==> config.mk <==
export PLATFORM = sky130hd
export DESIGN_NAME = divk_tracker
export DESIGN_NICKNAME = d
export VERILOG_FILES = /design/src/rtl/divk_tracker.sv
export SDC_FILE = /design/constraint.sdc
export NUM_CORES = 1
export LEC_CHECK = 0
export CAP_MARGIN = 20
export CORE_MARGIN = 1.5
export CORE_UTILIZATION = 45
export CTS_CLUSTER_SIZE = 28
export DETAILED_ROUTE_END_ITERATION = 10
export PLACE_DENSITY = 0.74
export REMOVE_ABC_BUFFERS = 1
export SETUP_SLACK_MARGIN = 0.4
export SLEW_MARGIN = 25
export SYNTH_ARGS = -nofsm -noshare
export SYNTH_HDL_FRONTEND = slang
export SYNTH_SLANG_ARGS = --single-unit
==> constraint.sdc <==
create_clock -name clk -period 5 [get_ports clk]
set_input_delay 0.5 -clock clk [delete_from_list [all_inputs] [get_ports clk]]
set_output_delay 0.5 -clock clk [all_outputs]
set_load 0.05 [all_outputs]
==> src/rtl/divk_tracker.sv <==
// divk_tracker: running coordinate with live quotient/remainder by DIVISOR.
// Optional DIVK_LIMIT_EN: wrap at LIMIT-1 and reject loads >= LIMIT.
module divk_tracker #(
   parameter int WIDTH   = 10,
   parameter int DIVISOR = 3,
   parameter int LIMIT   = 120,
   parameter int QW      = WIDTH,
   parameter int RW      = $clog2(DIVISOR)
) (
   input  logic             clk,
   input  logic             reset,
   input  logic             step,
   input  logic             load,
   input  logic [WIDTH-1:0] load_value,
   output logic [WIDTH-1:0] value,
   output logic [QW-1:0]    quot,
   output logic [RW-1:0]    rem,
   output logic             busy,
   output logic             q_inc,
   output logic             wrap,
   output logic             load_err
);

   localparam int CW = (WIDTH > 1) ? $clog2(WIDTH) : 1;

   localparam logic [RW:0]   DVP  = (RW+1)'(DIVISOR);
   localparam logic [RW-1:0] RMAX = RW'(DIVISOR-1);

`ifdef DIVK_LIMIT_EN
   localparam logic [WIDTH-1:0] WRAPV = WIDTH'(LIMIT-1);
   localparam logic [WIDTH:0]   LIMV  = (WIDTH+1)'(LIMIT);
`else
   localparam logic [WIDTH-1:0] WRAPV = '1;
`endif

   generate
      if (DIVISOR < 2 || LIMIT < 2 || WIDTH < 2) begin : g_bad
         $error("divk_tracker: bad parameters");
      end
   endgenerate

   typedef enum logic {
      READY,
      DIV
   } state_t;

   state_t           state;
   logic [WIDTH-1:0] dvd;
   logic [WIDTH-1:0] ldv;
   logic [RW-1:0]    pr;
   logic [WIDTH-1:0] qs;
   logic [CW-1:0]    cnt;

   logic [RW:0]      trial;
   logic             qbit;
   logic [RW-1:0]    pr_n;
   logic [WIDTH-1:0] qs_n;
   logic             load_ok;

   // One restoring-division step on the next dividend bit.
   always_comb begin
      trial = {pr, dvd[WIDTH-1]};
      qbit  = (trial >= DVP);
      pr_n  = trial[RW-1:0];
      if (qbit) begin
         pr_n = RW'(trial - DVP);
      end
      qs_n  = {qs[WIDTH-2:0], qbit};
   end

`ifdef DIVK_LIMIT_EN
   assign load_ok = ({1'b0, load_value} < LIMV);
`else
   assign load_ok  = 1'b1;
   assign load_err = 1'b0;
`endif

   // Control FSM, incremental step path and serial divider.
   always_ff @(posedge clk) begin
      if (reset) begin
         state    <= READY;
         busy     <= 1'b0;
         value    <= '0;
         quot     <= '0;
         rem      <= '0;
         q_inc    <= 1'b0;
         wrap     <= 1'b0;
`ifdef DIVK_LIMIT_EN
         load_err <= 1'b0;
`endif
         dvd      <= '0;
         ldv      <= '0;
         pr       <= '0;
         qs       <= '0;
         cnt      <= '0;
      end else begin
         q_inc    <= 1'b0;
         wrap     <= 1'b0;
`ifdef DIVK_LIMIT_EN
         load_err <= 1'b0;
`endif
         unique case (state)
            READY: begin
               if (load && load_ok) begin
                  dvd   <= load_value;
                  ldv   <= load_value;
                  pr    <= '0;
                  qs    <= '0;
                  cnt   <= CW'(WIDTH-1);
                  busy  <= 1'b1;
                  state <= DIV;
               end
`ifdef DIVK_LIMIT_EN
               else if (load) begin
                  load_err <= 1'b1;
               end
`endif
               else if (step) begin
                  if (value == WRAPV) begin
                     value <= '0;
                     quot  <= '0;
                     rem   <= '0;
                     wrap  <= 1'b1;
                  end else begin
                     value <= value + 1'b1;
                     if (rem == RMAX) begin
                        rem   <= '0;
                        quot  <= quot + 1'b1;
                        q_inc <= 1'b1;
                     end else begin
                        rem <= rem + 1'b1;
                     end
                  end
               end
            end
            DIV: begin
               dvd <= dvd << 1;
               pr  <= pr_n;
               qs  <= qs_n;
               cnt <= cnt - 1'b1;
               if (cnt == '0) begin
                  value <= ldv;
                  quot  <= QW'(qs_n);
                  rem   <= pr_n;
                  busy  <= 1'b0;
                  state <= READY;
               end
            end
         endcase
      end
   end

endmodule

# Word-level counts from Yosys, hierarchy flattened
# Index checks and enable logic that the tools add are counted.
classes:
  addsub: 5
  n_lt_le_gt_ge: 1
  eq_ne: 7
  n_mux: 34
  bitwise: 2
  reduce_logical: 7
op_table:
  columns: ["operator", "count"]
  rows:
  - ["$mux W10", 10]
  - ["$pmux W10 S2", 3]
  - ["$add A10 B1 Y10 const B", 2]
  - ["$pmux W9 S2", 1]
  - ["$mux W2", 7]
  - ["$eq A10 B10 Y1 const B", 1]
  - ["$mux W9", 1]
  - ["$pmux W2 S2", 2]
  - ["$pmux W4 S2", 1]
  - ["$mux W1", 6]
  - ["$ne A2 B2 Y1 const B", 3]
  - ["$reduce_or A5 Y1", 1]
  - ["$logic_not A4 Y1", 1]
  - ["$mux W4", 1]
  - ["$pmux W1 S2", 2]
  - ["$reduce_and A2 Y1", 2]
  - ["$reduce_and A4 Y1", 1]
  - ["$reduce_or A4 Y1", 1]
  - ["$sub A4 B1 Y4 const B", 1]
  - ["$ge A3 B2 Y1 const B", 1]
  - ["$ne A3 B3 Y1 const B", 1]
  - ["$reduce_and A3 Y1", 1]
  - ["$add A2 B1 Y2 const B", 1]
  - ["$eq A2 B2 Y1 const B", 1]
  - ["3 further kinds", 4]
word_totals:
  regBits: 61
  inputBits: 14
  word_cells: 68

# Depth between registers and ports, before layout
logic_depth:
  word_depth: 6
  mapped_depth: 7

# Worst setup path after synthesis
# Ideal clock, no wire load.
synth_timing:
  path_kind: "register -> register"
  start: "register value[1]"
  end: "register quot[2]"
  setup_time_ns: 0.125
  t_arrival_ns: 2.036
  required_ns: 4.875
  setup_slack_ns: 2.838
  stages_incl_launch_ff: 6
  path_buffers: 0
  synth_period_minus_slack_ns: 2.162
  cell_sequence: "dfxtp_1 ha_1 nand4_1 o31ai_1 o22a_1 o32ai_1"
synth_between:
  elab_chain_len: 5
synth_lines:
  columns: ["item", "line_no", "source"]
  rows:
  - ["from (decl)", "15", "output logic [WIDTH-1:0] value,"]
  - ["from (signal assigned)", "125", "value <= value + 1'b1;"]
  - ["from (signal assigned)", "142", "value <= ldv;"]
  - ["$eq A10 B10 Y1 (*)", "119", "if (value == WRAPV) begin"]
  - ["$mux W10", "119", null]
  - ["$mux W10", "118", "else if (step) begin"]
  - ["$mux W10", "104", "if (load && load_ok) begin"]
  - ["$pmux W10 S2", "102", "unique case (state)"]
  - ["to (signal assigned)", "128", "quot <= quot + 1'b1;"]
  - ["to (signal assigned)", "143", "quot <= QW'(qs_n);"]
  - ["to (decl)", "16", "output logic [QW-1:0] quot,"]
# Every way passes the cells marked *; elsewhere a longest branch is shown, timed or not. The select of a mux whose other input is x is not followed.
# A chain may end at the register's enable or synchronous reset.

# Final worst setup path
layout_timing:
  start: "input port load"
  end: "register value[0]"
layout_between:
  elab_chain_len: 2
layout_lines:
  columns: ["item", "line_no", "source"]
  rows:
  - ["from (decl)", "13", "input logic load,"]
  - ["$ne A2 B2 Y1 (no source line)", null, null]
  - ["$reduce_and A3 Y1 (no source line)", null, null]
# Every way passes these cells.

==> summary.txt <==
Synth
  – Post-Synthesis Cells: 361
  – Synth cell types: 49
  – Seq cells post-synth: 61
  – Complex-gate fraction of the synthesized area: 0.257
  – Simple-Gate Fraction of Synth Area: 0.215
  – Yosys top cell area share: 0.419
  – Largest family of logic cells by synthesized area: compound AO/OA/AOI/OAI gates
  – Synth warn: 0
  – Number of flops mapped to enable cells by yosys: 0
  – Mux cell area share after synthesis: 0.0343
  – Syn_area_per_cell: 8.08 µm²
  – Synth area leader: dfxtp_1
  – Top_reg_cell synth: dfxtp_1
  – Synth Area in Adders: 0.0214
  – Post-synthesis xor/xnor area fraction: 0
  – Async SR Flop Fraction: 0
  – Netlist Area Pre-Place: 2920 µm²
  – Synth area leaders: dfxtp_1, a21oi_1, nand2_1
  – Sequential element share of the synthesized area: 0.419

Setup path
  – Slowest CP cell: nor2_1
  – Worst setup EP type: flop
  – Slowest stage delay, CP: 0.74 ns
  – Register-to-register setup slack: 2.71 ns
  – CP arrival: 2.64 ns
  – Cells along the critical path: clkdlybuf4s50_1, buf_4, nor2_1, a21oi_2, a221oi_1, a211oi_1
  – Max FO, Critical Path: 17
  – Critical path launch point type: input port
  – Worst R2R Path Depth: 5
  – Crit path required time: 5.20 ns
  – Critical path class: input port to flop

Placed design
  – DP Area: 3320 µm²
  – Port Buffer Count: 38
  – Gpl congestion: 0.851
  – Inst Count DP: 456
  – Hpwl dp: 4.79 mm

Finish
  – Nets: 409
  – Area growth, synth to finish: 19.7%
  – Post-Layout Inst Area: 3490 µm²
  – Ant. Diodes: 0
  – Share of cells above drive strength 1: 0.0658
  – Finished Layout Cells: 472

Clock tree
  – H-tree depth: 3
  – Post_cts resized: 0
  – Reg clk slew, reported paths: 0.06 ns
  – Hold-fix buffers, CTS: 0
  – Clock Tree Buf Depth: 2
  – CTS Buf Count: 9
  – Clock latency on the worst-skew pair: 0.34 ns
  – CTS tree: built
  – Postcts setup bufs: 0
  – Clock sink count: 61
  – Root buffer cell: clkbuf_8

Floorplanning
  – Die Wd: 83.5 µm
  – Core ar.: 6310 µm²
  – Vert. Die Dim: 83.5 µm
  – Effective utilization at floorplan: 0.462
  – Area of the die: 6980 µm²
  – # IOs: 40
  – FP Rows: 29

Routing
  – DR vias/cell: 5.82
  – Post-Route WL: 7.09 mm
  – DRC Markers: 0
  – DR vias: 2745
  – DR WL/cell: 15.0 µm
  – DR pass1 iterations: 7
  – Antenna viol nets, final: 0
  – 1st-iter DRT viols: 270

STA
  – Final TNS setup: 0 ns
  – Fmax: 0.409 GHz
  – Final setup fails: 0
  – RSZ-0062 raised after global routing: false
  – Slew HR: 0.323
  – Share of the clock period used by the worst path: 0.490
  – Final slew viol count: 0
  – Tmin final: 2.45 ns
  – Worst Clk Skew: 0.00739 ns
  – Tightest Pin Transition: 1.01 ns
  – Final hold viol count: 0

Worst hold path
  – Hold Crit Class: flop to flop
  – Hold-critical path depth: 2

Status
  – Outcome: completed

Power and ir drop
  – Pwr dens: 321 nW/µm²
  – Max IR drop VDD: 0.000174 V
  – Leak pwr: 1.24 nW

GRT
  – Total GRT Usage: 0.214
  – First-pass GRT wire length: 12.1 mm
  – Vias in the first global route: 2535
  – Total gr overflow: 0
  – Largest net degree at the start of global routing: 68
  – Antenna violations before repair: 0

Run
  – Max cap viols: 0
==> synth_stat cells, drive strengths merged (2+ instances only) <==
master   n
dfxtp   61
nand2   51
a21oi   45
nor2    36
clkbuf  18
o21ai   14
inv     13
mux2i   10
nand3   10
nor3    10
a211oi   7
a22oi    7
o31a     7
o31ai    7
buf      6
o32ai    6
ha       5
nand4    5
or2      4
a311oi   3
o41ai    3
a211o    2
a221oi   2
a31oi    2
and4     2
nand2b   2
nand3b   2
nor4     2
o221a    2
o311a    2
or3      2
==> state kept, by name, indices dropped and copies added, names as in the netlist <==
| register | count |
|---|---|
| pr | 2 |
| qs | 9 |
| ldv | 10 |
| cnt | 4 |
| busy | 1 |
| q_inc | 1 |
| quot | 10 |
| state | 1 |
| wrap | 1 |
| rem | 2 |
| value | 10 |
| dvd | 10 |
==> worst max-delay path: cells and delay by family <==
family          cells  cell delay (ns)
compound gates      3             0.80
simple gates        1             0.74
buf+inv             2             0.60
==> metrics by stage <==
stage               total power (W)   util  hold WS [ns]  setup WS (ns)
global route                0.00118  0.553         0.480           2.35
floorplan                  0.000669      -         0.427           2.02
global placement           0.000738  0.525         0.445           2.11
finish                      0.00112  0.553         0.454           2.55
detailed placement         0.000742  0.525         0.449           2.02
CTS                         0.00113  0.553         0.457           2.37
==> per-layer routing <==
| layer | GRT usage | vias to the layer above | share of wire |
|---|---|---|---|
| met1 | 0.287 | 1271 | 0.48 |
| met3 | 0.0682 | 6 | 0.061 |
| li1 | - | 1374 | - |
| met2 | 0.327 | 94 | 0.45 |
| met5 | 0 | - | 0 |
| met4 | 0.0730 | 0 | 0.0090 |
==> report_power, final <==
group / switching, W / internal, W
clock: 0.000182 / 0.000207
sequential: 0.0000228 / 0.000511
combinational: 0.000130 / 0.0000696
==> path summary, 6_finish.rpt <==
path / startpoint / to
setup / recovery: load / value[0]$_SDFFE_PP0P_
hold / removal: qs[7]$_SDFFE_PP0P_ / qs[7]$_SDFFE_PP0P_
setup reg to reg: value[0]$_SDFFE_PP0P_ / quot[2]$_SDFFE_PP0P_
hold reg to reg: qs[7]$_SDFFE_PP0P_ / qs[7]$_SDFFE_PP0P_
==> layout make-up <==
class | count | area, µm²
clock buffer | 15 | 166
clock inverter | 1 | 5.00
fill | 597 | 2820
inverter | 13 | 48.8
multi-input combinational | 263 | 1550
sequential | 61 | 1220
tap | 77 | 96.3
timing repair buffer | 42 | 405
==> cells by family (layout without fill, tap and decap cells) <==
family,after synthesis,count (layout)
and+or+nand+nor,133,133
AOI/OAI and AO/OA,114,114
DFF,61,61
buffers and inverters,37,71
muxes,10,10
adders and majority gates,5,5
other,1,1
==> cells in the final DEF, fill, tap and decap left out, drive strengths merged, types with 5 or more instances in the layout <==
master and count:
ha 5, o21ai 14, dfxtp 61, o31ai 7, a211oi 7, a22oi 7
buf 5, mux2i 10, clkdlybuf4s50 37, nand2 51, nand3 10, clkbuf 15
a21oi 45, nand4 5, o32ai 6, inv 13, nor3 10, nor2 36
o31a 7
Power figures use the tool's default switching activity.
